`src/rtl/svm_pkg.sv`:
```
// Shared types and width helpers for the SVM second-matmul producer and decision stage.
package svm_pkg;

  typedef enum logic [1:0] {
    ACCUM  = 2'd0,
    DRAIN  = 2'd1,
    EMIT_V = 2'd2,
    EMIT_A = 2'd3
  } svm_m2_state_t;

  function automatic int svm_kw(input int nbits, input int log_f_width);
    return nbits + log_f_width;
  endfunction

  function automatic int svm_res_w(input int nbits, input int log_f_width, input int log_sup_width);
    return 2 * nbits + log_f_width + log_sup_width;
  endfunction

  localparam int SVM_NBITS_DEF         = 16;
  localparam int SVM_LOG_F_WIDTH_DEF   = 10;
  localparam int SVM_LOG_SUP_WIDTH_DEF = 6;
  localparam int SVM_KW_DEF    = svm_kw(SVM_NBITS_DEF, SVM_LOG_F_WIDTH_DEF);
  localparam int SVM_RES_W_DEF = svm_res_w(SVM_NBITS_DEF, SVM_LOG_F_WIDTH_DEF, SVM_LOG_SUP_WIDTH_DEF);

endpackage

```
`src/rtl/svm_mac.sv`:
```
// Signed multiply-accumulate with synchronous clear and enable.
// o_sum is the accumulator value including this cycle's term when enabled.
module svm_mac
  import svm_pkg::*;
#(
  parameter int KW    = SVM_KW_DEF,
  parameter int NBITS = SVM_NBITS_DEF,
  parameter int RES_W = SVM_RES_W_DEF
) (
  input  logic                    clk,
  input  logic                    rst,
  input  logic                    i_clr,
  input  logic                    i_en,
  input  logic signed [KW-1:0]    i_a,
  input  logic signed [NBITS-1:0] i_b,
  output logic signed [RES_W-1:0] o_sum
);

  localparam int PW = KW + NBITS;

  logic signed [PW-1:0]    w_prod;
  logic signed [RES_W-1:0] w_prod_ext;
  logic signed [RES_W-1:0] r_acc;

  assign w_prod     = i_a * i_b;
  assign w_prod_ext = {{(RES_W - PW){w_prod[PW-1]}}, w_prod};
  // Operands are only looked at when enabled, so unqualified X cannot leak into the sum.
  assign o_sum      = i_en ? (r_acc + w_prod_ext) : r_acc;

  always_ff @(posedge clk) begin
    if (!rst || i_clr) begin
      r_acc <= '0;
    end else begin
      r_acc <= o_sum;
    end
  end

endmodule

```
`src/rtl/svm_matmul2_accum.sv`:
```
// Second-matmul producer: accumulates one frame of kernel values against valence/arousal
// coefficients and emits both sums serially to the decision stage.
//
//   state  | meaning
//   ACCUM  | accepting din, one MAC per fire, coef_addr = element index
//   DRAIN  | last element's MAC completes, din_ready low
//   EMIT_V | matmul2_result = valence sum, matmul2_v_valid high
//   EMIT_A | matmul2_result = arousal sum, matmul2_a_valid high, accumulators clear
module svm_matmul2_accum
  import svm_pkg::*;
#(
  parameter int NBITS         = 16,
  parameter int LOG_F_WIDTH   = 10,
  parameter int SUP_WIDTH     = 64,
  parameter int LOG_SUP_WIDTH = 6,
  localparam int KW    = svm_kw(NBITS, LOG_F_WIDTH),
  localparam int RES_W = svm_res_w(NBITS, LOG_F_WIDTH, LOG_SUP_WIDTH)
) (
  input  logic                     clk,
  input  logic                     rst,
  input  logic signed [KW-1:0]     din,
  input  logic                     din_valid,
  output logic                     din_ready,
  output logic [LOG_SUP_WIDTH-1:0] coef_addr,
  input  logic signed [NBITS-1:0]  v_coef,
  input  logic signed [NBITS-1:0]  a_coef,
  output logic signed [RES_W-1:0]  matmul2_result,
  output logic                     matmul2_v_valid,
  output logic                     matmul2_a_valid
);

  localparam logic [LOG_SUP_WIDTH-1:0] LAST_IDX = LOG_SUP_WIDTH'(SUP_WIDTH - 1);

  svm_m2_state_t              r_state;
  logic [LOG_SUP_WIDTH-1:0]   r_idx;
  logic signed [KW-1:0]       r_din_q;
  logic                       r_mac_v;
  logic                       r_ready;
  logic signed [RES_W-1:0]    r_result;
  logic                       r_v_valid;
  logic                       r_a_valid;

  logic                       w_fire;
  logic                       w_clr;
  logic signed [RES_W-1:0]    w_v_sum;
  logic signed [RES_W-1:0]    w_a_sum;

  assign w_fire = din_valid && r_ready;
  assign w_clr  = (r_state == EMIT_A);

  svm_mac #(.KW(KW), .NBITS(NBITS), .RES_W(RES_W)) u_mac_v (
    .clk   (clk),
    .rst   (rst),
    .i_clr (w_clr),
    .i_en  (r_mac_v),
    .i_a   (r_din_q),
    .i_b   (v_coef),
    .o_sum (w_v_sum)
  );

  svm_mac #(.KW(KW), .NBITS(NBITS), .RES_W(RES_W)) u_mac_a (
    .clk   (clk),
    .rst   (rst),
    .i_clr (w_clr),
    .i_en  (r_mac_v),
    .i_a   (r_din_q),
    .i_b   (a_coef),
    .o_sum (w_a_sum)
  );

  always_ff @(posedge clk) begin
    if (!rst) begin
      r_state   <= ACCUM;
      r_idx     <= '0;
      r_din_q   <= '0;
      r_mac_v   <= 1'b0;
      r_ready   <= 1'b0;
      r_result  <= '0;
      r_v_valid <= 1'b0;
      r_a_valid <= 1'b0;
    end else begin
      r_mac_v   <= w_fire;
      r_result  <= '0;
      r_v_valid <= 1'b0;
      r_a_valid <= 1'b0;
      if (w_fire) begin
        r_din_q <= din;
      end
      case (r_state)
        ACCUM: begin
          r_ready <= 1'b1;
          if (w_fire) begin
            if (r_idx == LAST_IDX) begin
              r_idx   <= '0;
              r_state <= DRAIN;
              r_ready <= 1'b0;
            end else begin
              r_idx <= r_idx + 1'b1;
            end
          end
        end
        // Result is registered here from the valence sum that includes the final MAC term.
        DRAIN: begin
          r_state   <= EMIT_V;
          r_result  <= w_v_sum;
          r_v_valid <= 1'b1;
        end
        EMIT_V: begin
          r_state   <= EMIT_A;
          r_result  <= w_a_sum;
          r_a_valid <= 1'b1;
        end
        EMIT_A: begin
          r_state <= ACCUM;
          r_ready <= 1'b1;
        end
        default: begin
          r_state <= ACCUM;
          r_ready <= 1'b0;
        end
      endcase
    end
  end

  assign din_ready       = r_ready;
  assign coef_addr       = r_idx;
  assign matmul2_result  = r_result;
  assign matmul2_v_valid = r_v_valid;
  assign matmul2_a_valid = r_a_valid;

endmodule

```
`config.mk`:
```
export PLATFORM = sky130hd
export DESIGN_NAME = svm_matmul2_accum
export DESIGN_NICKNAME = d
export VERILOG_FILES = /design/src/rtl/svm_pkg.sv /design/src/rtl/svm_mac.sv /design/src/rtl/svm_matmul2_accum.sv
export SDC_FILE = /design/constraint.sdc
export NUM_CORES = 2
export LEC_CHECK = 0
export CAP_MARGIN = 10
export CORE_UTILIZATION = 47
export CTS_CLUSTER_DIAMETER = 150
export DETAILED_ROUTE_END_ITERATION = 10
export GPL_TIMING_DRIVEN = 0
export PLACE_DENSITY_LB_ADDON = 0.2
export SYNTH_ARGS = -nofsm -noshare
export SYNTH_HDL_FRONTEND = slang
export SYNTH_SLANG_ARGS = --single-unit
```
`constraint.sdc`:
```
create_clock -name clk -period 8.8 [get_ports clk]
set_clock_uncertainty 0.2 [all_clocks]
set_input_delay 1.76 -clock clk [delete_from_list [all_inputs] [get_ports clk]]
set_output_delay 1.76 -clock clk [all_outputs]
set_load 0.01 [all_outputs]
```
==> metrics.md <==
| Metric | Value |
|---|---|
| Status | `completed` |
| Commonest non-fill, non-tap cells in the layout | `1041 x inv_1, 940 x fa_1, 548 x nand2_1` |
| CTS tree | `yes` |
| Drt pass-1 iters | `7` |
| Worst-Skew Late Latency | `0.53 ns` |
| Placed cells | `5766` |
| Largest area contributor in the netlist | `fa_1` |
| Worst hold path type | `reg2reg` |
| First-pass GRT wire length | `204000 um` |
| Final GP Congestion | `around 0.97` |
| DR DRC count | `0` |
| Commonest non-fill, non-tap cell in the layout | `inv_1` |
| Critical Path RT | `8.95 ns` |
| Fraction of layout cells with a size suffix above 1 | `4.07%` |
| Port bufs | `around 110` |
| Via count | `31800` |
| WHS Path Cells | `2` |
| FF-to-FF path depth | `22` |
| Static Leakage | `roughly 22 nW` |
| ANT nets after route | `0` |
| Post-synth EDFFs | `0` |
| Layout Nets | `5906` |
| VDD IR max | `a little over 0.3 mV` |
| Core area | `0.0866 mm2` |
| Die Wd | `298 um` |
| Max Cap Viol | `0` |
| Largest net degree at the start of global routing | `24` |
| Worst Setup Path Type | `in2reg` |
| Die ar. | `0.0886 mm2` |
| CTS Buffer Depth | `2` |
| Post-synthesis cell type count | `75` |
| R2R Path Start | `r_din_q[25]` |
| Slowest stage delay, CP | `about 0.62 ns` |
| WHS Endpoint | `u_mac_a.r_acc[47]` |
| Max-slew violation total from the final report | `0` |
| Period minus WS final | `8.66 ns` |
| Gate Count Post-Synth | `4505` |
| Mapped Area | `0.0411 mm2` |
| Crit. End Element | `register` |
| Final instance area | `0.0445 mm2` |
| Final Hold Fails | `0` |
| Fin cells | `5808` |
| Cts hold-fix bufs | `0` |
| Syn avg cell area | `9.12 um2` |
| Tot Pwr | `0.0108 W` |
| Reg2Reg Setup Slack | `0.29 ns` |
| DIE HEIGHT | `between 200 and 300 um` |
| Clock Sinks | `182` |
| Post-synth top area share | `46.0%` |
| CTS root buf | `clkbuf_16` |
| I/O Pins | `118` |
| Drt total wl | `135000 um` |
| Tcrit/Tclk final | `between 90% and 100%` |
| Slew @ Worst Pin | `1.33 ns` |
| DRT iter0 DRCs | `2668` |
| Synth Net Count | `5778` |
| Fillers | `8275` |
| Clock-pin slew on the worst setup and hold paths | `0.08 ns` |
| Via density | `5.48` |
| Layout area overhead | `8.40%` |
| Tot GR Track Use | `a little under a third` |
| CP max FO | `11` |
| Sequential share of the synthesized area | `8.87%` |
| Count of final setup violators | `0` |
| Startpoint types | `input port` |
| Number of H-tree levels | `4` |
| Initial Util | `a little under half` |
| Crit path top cell by count | `fa_1` |
| Grt total ovfl | `0` |
| Predominant post-synthesis flop cell | `dfxtp_1` |
| RSZ-0062 raised after global routing | `yes` |
| Initial antenna violation count | `8` |
| Row count | `108` |
| Routed wire length per instance | `23.2 um` |
| YS warnings | `0` |
| Cts bufs inserted | `17` |
| Ordered cell list for the critical path | `clkdlybuf4s15_2 > clkbuf_4 > nand2_1 > fa_1 > inv_1 > fa_2 > fa_1 > fa_1 > fa_1 > inv_1 > fa_1 > inv_1 > ha_2 > nand4_1 > or3_1 > a311oi_2 > nor2_4 > o21ai_2 > a41oi_1 > xnor2_1 > mux2i_2 > o221ai_1` |
| Worst path slowest cell | `fa_2` |
| DP Wirelength | `113000 um` |
| Relative slew slack | `~11%` |
| F_max | `115 MHz` |
| CP arrival | `8.81 ns` |
| Cell Pwr Density | `243 mW/mm2` |
| Dpl cell area | `0.0436 mm2` |
| Vias in the first global route | `about 33000` |
| Ys async rst share | `0%` |
| Cells taking the most area after synthesis | `fa_1 46%, inv_1 9.5%, dfxtp_1 8.9%, ha_1 8.2%, and2_1 5.8%` |
| #FFs+latches synth | `182` |
| FF-to-FF End | `matmul2_result[40]` |
| HP Start | `u_mac_a.r_acc[47]` |
-- critical path, delay by kind of cell --
kind | cells | cell delay [ns]
adder cells (fa/ha/maj) | 7 | 3.65
AO/OA/AOI/OAI | 4 | 1.06
AND/OR/NAND/NOR | 4 | 0.96
buffers and inverters | 5 | 0.91
multiplexers | 1 | 0.26
XOR/XNOR | 1 | 0.18
-- power breakdown --
group | internal [W] | switching (W) | total [W] | leakage, nW
Sequential | 0.000948 | 0.000125 | 0.00107 | 1.48
Clock | 0.000390 | 0.000453 | 0.000844 | 0.287
Combinational | 0.00327 | 0.00564 | 0.00890 | 20.7
Total | 0.00460 | 0.00621 | 0.0108 | 22.5
-- sequential cells by signal (all words and copies together) (netlist names) --
| name | count |
|---|---|
| coef_addr | 6 |
| din_ready | 1 |
| matmul2_a_valid | 1 |
| matmul2_result | 48 |
| matmul2_v_valid | 1 |
| r_din_q | 26 |
| r_mac_v | 1 |
| r_state | 2 |
| u_mac_a.r_acc | 48 |
| u_mac_v.r_acc | 48 |
-- cell families after synthesis --
group           after synthesis  share of synthesized area [%]
mux                          78                           1.91
compound gates              409                           6.83
xor+xnor                     96                           2.05
fa+ha+maj                  1212                           54.2
buf+inv                    1266                           11.6
simple gates               1262                           14.6
flops                       182                           8.87
-- repair_timing --
item	CTS	global route
setup buffers	4	1
setup endpoints to repair	63	45
pin swaps	3	3
resized for setup	85	110
-- routing by layer --
metal	part of all wire [%]	vias to the layer above	wire length (um)	global-route usage (%)
met4	6.8	6	9200	18.2
met3	9.9	365	13300	7.96
met1	37	16300	49600	39.0
met5	0.072	-	97	0.920
li1	-	13700	-	-
met2	46	1513	62400	50.3
-- how the worst max path moves through the flow --
stage	from	end	depth (start not counted)
2_1_floorplan	a_coef[7]	matmul2_result[47]	25
6_report	a_coef[5]	matmul2_result[40]	22
5_1_grt	a_coef[15]	matmul2_result[31]	24
3_5_place_dp	a_coef[4]	matmul2_result[40]	22
4_1_cts	v_coef[15]	matmul2_result[41]	23
3_3_place_gp	a_coef[4]	matmul2_result[40]	22
-- cell type report --
cell class / instances / area [um2] / share of cell area (%)
Timing Repair Buffer: 112 / 1080 / 2.44
Clock buffer: 19 / 453 / 1.02
Antenna cell: 7 / 17.5 / 0.0393
Inverter: 1045 / 3930 / 8.82
Tap cell: 1155 / 1450 / 3.25
Sequential cell: 182 / 3640 / 8.18
Buffer: 218 / 932 / 2.09
Clock inverter: 13 / 123 / 0.275
Multi-Input combinational cell: 3057 / 32900 / 73.9
-- metrics by stage --
| step | setup WS (ns) | util (%) | hold slack, ns | setup TNS (ns) |
|---|---|---|---|---|
| CTS | 0.00636 | 51.2 | 0.300 | 0 |
| global placement | -1.68 | 50.3 | 0.267 | -69.42 |
| floorplan | 0.604 | - | 0.257 | 0 |
| global route | -0.0395 | 51.4 | 0.359 | -0.0838 |
| finish | 0.139 | 51.4 | 0.316 | 0 |
| detailed placement | -1.66 | 50.3 | 0.287 | -72.06 |
-- cell usage after synthesis, types with 4 or more instances --
master,n
a211oi_1,16
a21boi_0,33
a21o_1,61
a21oi_1,105
a221oi_1,8
a22oi_1,4
a31oi_1,8
a41oi_1,4
and2_1,379
and3_1,10
buf_1,10
clkbuf_1,207
clkinv_1,4
dfxtp_1,182
fa_1,944
ha_1,268
inv_1,1041
mux2_2,4
mux2i_1,74
nand2_1,549
nand2b_1,10
nand3_1,34
nand3b_1,4
nand4_1,18
nor2_1,201
nor2b_1,28
nor3_1,13
o211ai_1,12
o21a_1,7
o21ai_0,48
o21ai_1,4
o21ba_2,7
o21bai_1,13
o221ai_1,4
o22ai_1,28
o31ai_1,6
xnor2_1,65
xor2_1,31
Power figures use the tool's default switching activity.
